`src/rtl/seven_segment_mux_counter.sv`:
```
// Prescaled DIGITS-wide BCD/hex up/down counter on a time-multiplexed seven-segment display.
// Optional macro LEADING_ZERO_BLANK_EN blanks leading zero digits (digit 0 is always shown).
module seven_segment_mux_counter #(
  parameter int CLK_FREQ    = 50000000,
  parameter int TICK_HZ     = 1,
  parameter int DIGITS      = 4,
  parameter int REFRESH_DIV = 50000
) (
  input  logic       clock,
  input  logic       reset,
  input  logic       io_ena,
  input  logic       io_down,
  input  logic       io_hexMode,
  input  logic       io_clear,
  output logic [7:0] io_sevenSeg,
  output logic [7:0] io_digitSel,
  output logic       io_tick,
  output logic       io_wrap
);

  localparam int PRESC_TERM = CLK_FREQ / TICK_HZ - 1;
  localparam int PW = (PRESC_TERM > 0) ? $clog2(PRESC_TERM + 1) : 1;
  localparam int RW = (REFRESH_DIV > 1) ? $clog2(REFRESH_DIV) : 1;
  localparam int CW = 4 * DIGITS;
  localparam logic [PW-1:0] PRESC_LAST   = PW'(PRESC_TERM);
  localparam logic [RW-1:0] REFRESH_LAST = RW'(REFRESH_DIV - 1);
  localparam logic [2:0]    INDEX_LAST   = 3'(DIGITS - 1);

  logic [PW-1:0] presc;
  logic [CW-1:0] count;
  logic [CW-1:0] count_d;
  logic [CW-1:0] stepped;
  logic          roll;
  logic          carry;
  logic [3:0]    digit;
  logic [3:0]    max_digit;
  logic          hex_r;
  logic          tick_now;
  logic          mode_change;
  logic [RW-1:0] ref_cnt;
  logic          refresh_wrap;
  logic [2:0]    index;
  logic [2:0]    index_d;
  logic [3:0]    cur_digit;
  logic [6:0]    glyph;

  function automatic logic [6:0] seg_decode(input logic [3:0] d);
    logic [6:0] s;
    case (d)
      4'h0: s = 7'h3F;
      4'h1: s = 7'h06;
      4'h2: s = 7'h5B;
      4'h3: s = 7'h4F;
      4'h4: s = 7'h66;
      4'h5: s = 7'h6D;
      4'h6: s = 7'h7D;
      4'h7: s = 7'h07;
      4'h8: s = 7'h7F;
      4'h9: s = 7'h6F;
      4'hA: s = 7'h77;
      4'hB: s = 7'h7C;
      4'hC: s = 7'h39;
      4'hD: s = 7'h5E;
      4'hE: s = 7'h79;
      default: s = 7'h71;
    endcase
    return s;
  endfunction

  assign tick_now     = io_ena && (presc == PRESC_LAST);
  assign mode_change  = io_hexMode != hex_r;
  assign refresh_wrap = ref_cnt == REFRESH_LAST;

  // Ripple a +/-1 through the digits; a carry out of the top digit is a rollover.
  always_comb begin
    max_digit = hex_r ? 4'hF : 4'd9;
    stepped   = count;
    carry     = 1'b1;
    digit     = 4'd0;
    for (int i = 0; i < DIGITS; i++) begin
      digit = count[4*i +: 4];
      if (carry) begin
        if (io_down) begin
          if (digit == 4'd0) begin
            stepped[4*i +: 4] = max_digit;
          end else begin
            stepped[4*i +: 4] = digit - 4'd1;
            carry = 1'b0;
          end
        end else begin
          if (digit == max_digit) begin
            stepped[4*i +: 4] = 4'd0;
          end else begin
            stepped[4*i +: 4] = digit + 4'd1;
            carry = 1'b0;
          end
        end
      end
    end
    roll = carry;
  end

  always_comb begin
    count_d = count;
    if (io_clear || mode_change) begin
      count_d = '0;
    end else if (tick_now) begin
      count_d = stepped;
    end
  end

  always_comb begin
    index_d = index;
    if (refresh_wrap) begin
      index_d = (index == INDEX_LAST) ? 3'd0 : index + 3'd1;
    end
  end

  // Decode from next-state count and index so digit select and segments move together.
  always_comb begin
    cur_digit = 4'd0;
    for (int i = 0; i < DIGITS; i++) begin
      if (3'(i) == index_d) begin
        cur_digit = count_d[4*i +: 4];
      end
    end
  end

`ifdef LEADING_ZERO_BLANK_EN
  logic blank;
  logic zeros_up;

  always_comb begin
    zeros_up = 1'b1;
    blank    = 1'b0;
    for (int i = DIGITS - 1; i >= 1; i--) begin
      zeros_up = zeros_up && (count_d[4*i +: 4] == 4'd0);
      if (3'(i) == index_d) begin
        blank = zeros_up;
      end
    end
  end

  assign glyph = blank ? 7'h00 : seg_decode(cur_digit);
`else
  assign glyph = seg_decode(cur_digit);
`endif

  always_ff @(posedge clock) begin
    if (reset) begin
      presc       <= '0;
      count       <= '0;
      hex_r       <= 1'b0;
      ref_cnt     <= '0;
      index       <= 3'd0;
      io_tick     <= 1'b0;
      io_wrap     <= 1'b0;
      io_digitSel <= 8'h01;
      io_sevenSeg <= 8'h3F;
    end else begin
      hex_r   <= io_hexMode;
      io_tick <= tick_now;
      io_wrap <= tick_now && roll && !io_clear && !mode_change;
      if (io_clear || tick_now) begin
        presc <= '0;
      end else if (io_ena) begin
        presc <= presc + 1'b1;
      end
      count       <= count_d;
      ref_cnt     <= refresh_wrap ? '0 : ref_cnt + 1'b1;
      index       <= index_d;
      io_digitSel <= 8'h01 << index_d;
      io_sevenSeg <= {(index_d == 3'd0) && io_ena, glyph};
    end
  end

endmodule
```
`config.mk`:
```
export PLATFORM = sky130hd
export DESIGN_NAME = seven_segment_mux_counter
export DESIGN_NICKNAME = d
export VERILOG_FILES = /design/src/rtl/seven_segment_mux_counter.sv
export SDC_FILE = /design/constraint.sdc
export NUM_CORES = 1
export LEC_CHECK = 0
export ABC_CLOCK_PERIOD_IN_PS = 3900
export BUFFER_PORTS_ARGS = -buffer_cell sky130_fd_sc_hd__buf_2
export CAP_MARGIN = 40
export CORE_MARGIN = 4
export CORE_UTILIZATION = 56
export DETAILED_ROUTE_END_ITERATION = 10
export PLACE_DENSITY_LB_ADDON = 0.05
export SLEW_MARGIN = 30
export SYNTH_ARGS = -nofsm -noshare
export SYNTH_HDL_FRONTEND = slang
export SYNTH_SLANG_ARGS = --single-unit
```
`constraint.sdc`:
```
create_clock -name clock -period 3.9 [get_ports clock]
set_input_delay 0.195 -clock clock [delete_from_list [all_inputs] [get_ports clock]]
set_output_delay 0.195 -clock clock [all_outputs]
set_load 0.05 [all_outputs]
```
==> metrics.md <==
| Metric | Value |
|---|---|
| Count of fill cells added during filler insertion | 712 |
| Layout overhead on the synthesized area | 9.96% |
| Pin count of the biggest net entering global routing | 23 |
| Die width | 99.7 um |
| CORE AREA | 8220 um^2 |
| PD cells | 299 nW/um^2 |
| Number of pins exceeding their max-slew limit in the final report | 0 |
| Min-delay worst type | input pin to flip-flop |
| Final HPWL from detailed placement | 7790 um |
| Highest clock frequency the design can meet | 275 MHz |
| Commonest cells after routing, fill and taps aside | sky130_fd_sc_hd__nor2_1, sky130_fd_sc_hd__dfxtp_1, sky130_fd_sc_hd__nand2_1 |
| Worst vdd ir | 0.188 mV |
| FP Rows | 33 |
| First drt pass iteration count | 5 |
| Die area | 9950 um^2 |
| Avg Cell Area, Syn | 8.54 um^2 |
| Overflow after GRT | 0 |
| Data required time at the worst endpoint | 4200 ps |
| Initial DRC count | 322 |
| Final routed wire length divided by cell count | 15.6 um |
| Signal arrival time at the worst endpoint | 3940 ps |
| Slew margin rel. | 60.9% |
| Cell area after synthesis | 4710 um^2 |
| Setup Total Neg Slack | 0 ps |
| Post-synthesis register bit count | 80 |
| Worst hold path depth | 2 |
| Total Routing Usage GR | 22.2% |
| Proportion of synthesized flip-flops having asynchronous set or reset | 0% |
| Max Cap Viol | 0 |
| Number of vias after detailed routing | 4146 |
| Starting density of the core | 57.3% |
| Number of I/O pins | 24 |
| RePlAce Congestion | 0.861 |
| Number of antenna violations at the first check in global routing | 0 |
| Final standard cell utilization of the core | 63.1% |
| Wire length on met1 | 5320 um |
| Share of the clock period used by the worst path | 93.3% |
| Minimum clock period after layout | 3640 ps |
| Synthesized instance count | 552 |
| Quantity of I/O buffers inserted on ports | 23 |
| Met3 WL post-DR | 614 um |
| Depth of the CTS H-tree | 3 |
| Ant. Diodes | 0 |
| Top FF cell, synth | sky130_fd_sc_hd__dfxtp_1 |
| TritonCTS clock tree | yes |
| First-pass GRT wire length | 18200 um |
| Maximum number of buffers from clock root to sink | 2 |
| Number of global-route vias before repair | 3821 |
| Fraction of the yosys area taken by sequential cells | 34.0% |
| Clock Skew | 12.7 ps |
| Floorplan die height | 99.7 um |
| Fraction of layout cells with a size suffix above 1 | 13.8% |
| Worst-path fanout max | 9 |
| Vias per inst | 6.06 |
| Result of the run | complete, no violations |
| Top sig layer | met4 |
| Fin Hold WS | 106 ps |
| Count of hold-fix buffers inserted at cts | 0 |
| Final number of setup-violating endpoints | 0 |
| Post-layout nets | 598 |
| Drt total wl | 10700 um |
| Actual slew at the worst max-slew pin | 587 ps |
| Static leakage | 1.93 nW |
| Number of clock buffers inserted by TritonCTS | 9 |
| Critical path class | flip-flop to flip-flop |
| Cell depth of the worst flop-to-flop path | 11 |
| Post-synth EDFFs | 0 |
| Fin. Hold Viols | 0 |
| Count of clock tree sinks | 80 |
| Number of nets produced by synthesis | 576 |
| Nature of the critical path startpoint | flip-flop |
| Met2 routed wirelength | 4620 um |
| Count of different cell masters after synthesis | 83 |
| Root buffer cell | sky130_fd_sc_hd__clkbuf_8 |
| Final ANT Viol Nets | 0 |
| Type of destination of the critical path | flip-flop |
| Number of warnings issued by yosys | 0 |
| Register clock-pin slew on the reported worst setup and hold paths | 90 ps |
| Clock insertion delay at the later pin of the skew report | 360 ps |
| DRC violations left | 0 |
| Unrepaired setup endpoints after global routing | no |
==> metal layers <==
metal / global-route usage, % / vias up
li1: - / 2029
met1: 32.3 / 1968
met2: 33.5 / 135
met3: 3.72 / 14
met4: 6.93 / 0
met5: 0 / -
==> per-stage QoR <==
stage / cell area [um^2] / total power, mW / setup slack (ps) / std cells
finish: 5180 / 1.55 / 262 / 684
CTS: 5170 / 1.56 / 156 / 684
global placement: 4950 / 0.914 / 223 / 667
global route: 5180 / 1.61 / 54.6 / 684
detailed placement: 4960 / 0.918 / 171 / 668
floorplan: 4710 / 0.895 / 87.7 / 552
==> registers in the layout, summed over array words and instances, names as in the netlist <==
name         count
count           16
io_digitSel      8
io_wrap          1
index            3
io_tick          1
ref_cnt         16
io_sevenSeg      8
presc           26
hex_r            1
==> repair_timing <==
action	in CTS	in global routing
setup endpoints to repair	0	4
buffers inserted	0	0
hold endpoints to repair	0	0
resized for setup	0	2
==> logic make-up (layout without fill, tap and decap cells) <==
| logic type | Yosys count | in the layout | synth area share (%) |
|---|---|---|---|
| multiplexers | 16 | 16 | 3.82 |
| AO/OA/AOI/OAI | 110 | 110 | 19.5 |
| adder cells (fa/ha/maj) | 18 | 18 | 4.78 |
| flip-flops | 80 | 80 | 34.0 |
| AND/OR/NAND/NOR | 234 | 234 | 25.7 |
| buffers and inverters | 54 | 81 | 4.78 |
| XOR/XNOR | 40 | 40 | 7.44 |
==> cells in the mapped netlist, types with 3 or more instances <==
| master | number | area (um^2) |
|---|---|---|
| sky130_fd_sc_hd__clkbuf_1 | 20 | 75.1 |
| sky130_fd_sc_hd__and2_1 | 4 | 25.0 |
| sky130_fd_sc_hd__mux2i_1 | 12 | 120 |
| sky130_fd_sc_hd__nand4_1 | 10 | 62.6 |
| sky130_fd_sc_hd__ha_1 | 18 | 225 |
| sky130_fd_sc_hd__or4_1 | 3 | 22.5 |
| sky130_fd_sc_hd__nand2_1 | 34 | 128 |
| sky130_fd_sc_hd__inv_1 | 28 | 105 |
| sky130_fd_sc_hd__nor2_1 | 80 | 300 |
| sky130_fd_sc_hd__and3_1 | 19 | 119 |
| sky130_fd_sc_hd__o21a_1 | 6 | 45.0 |
| sky130_fd_sc_hd__or3_1 | 6 | 37.5 |
| sky130_fd_sc_hd__nor3b_1 | 4 | 30.0 |
| sky130_fd_sc_hd__o211ai_1 | 10 | 75.1 |
| sky130_fd_sc_hd__a21o_1 | 3 | 22.5 |
| sky130_fd_sc_hd__xnor2_1 | 15 | 131 |
| sky130_fd_sc_hd__o31ai_1 | 6 | 45.0 |
| sky130_fd_sc_hd__buf_1 | 3 | 11.3 |
| sky130_fd_sc_hd__nor2b_1 | 4 | 25.0 |
| sky130_fd_sc_hd__nor3_1 | 11 | 55.1 |
| sky130_fd_sc_hd__buf_6 | 3 | 33.8 |
| sky130_fd_sc_hd__dfxtp_1 | 80 | 1600 |
| sky130_fd_sc_hd__a21oi_1 | 22 | 110 |
| sky130_fd_sc_hd__nor4_1 | 4 | 25.0 |
| sky130_fd_sc_hd__and4_1 | 5 | 43.8 |
| sky130_fd_sc_hd__o21ai_0 | 3 | 15.0 |
| sky130_fd_sc_hd__a211o_1 | 4 | 35.0 |
| sky130_fd_sc_hd__nand3_1 | 27 | 135 |
| sky130_fd_sc_hd__xor2_1 | 25 | 219 |
| sky130_fd_sc_hd__a211oi_1 | 6 | 45.0 |
| sky130_fd_sc_hd__nand2b_1 | 6 | 37.5 |
| sky130_fd_sc_hd__a31oi_1 | 5 | 31.3 |
==> cell type report <==
| type | count | area [um^2] | area share (%) |
|---|---|---|---|
| Timing Repair Buffer | 37 | 240 | 4.64 |
| Clock inverter | 6 | 72.6 | 1.40 |
| Multi-Input combinational cell | 418 | 2890 | 55.8 |
| Tap cell | 105 | 131 | 2.54 |
| Clock buffer | 10 | 138 | 2.66 |
| Sequential cell | 80 | 1600 | 30.9 |
| Inverter | 28 | 105 | 2.03 |
==> report_power, final <==
group          switching [mW]  total (mW)  internal (mW)
clock                   0.329       0.652          0.322
combinational          0.0507      0.0753         0.0245
sequential            0.00293       0.823          0.820
==> final timing paths <==
kind	end	from	slack (ps)
min	hex_r	io_hexMode	110
max reg2reg	io_sevenSeg[3]	ref_cnt[5]	260
max	io_sevenSeg[3]	ref_cnt[5]	260
min reg2reg	ref_cnt[0]	ref_cnt[0]	450
==> worst max-delay path, cell delays in order, from the launching register on <==
cell                       delay [ps]
sky130_fd_sc_hd__dfxtp_1          350
sky130_fd_sc_hd__or4_1            570
sky130_fd_sc_hd__or4_1            670
sky130_fd_sc_hd__o32a_1           460
sky130_fd_sc_hd__nand2b_1         190
sky130_fd_sc_hd__nor2_1           110
sky130_fd_sc_hd__o311a_1          250
sky130_fd_sc_hd__inv_1            120
sky130_fd_sc_hd__ha_1             290
sky130_fd_sc_hd__inv_1             50
sky130_fd_sc_hd__mux4_2           450
sky130_fd_sc_hd__nand2_1           80
(Power assumes the default switching activity.)
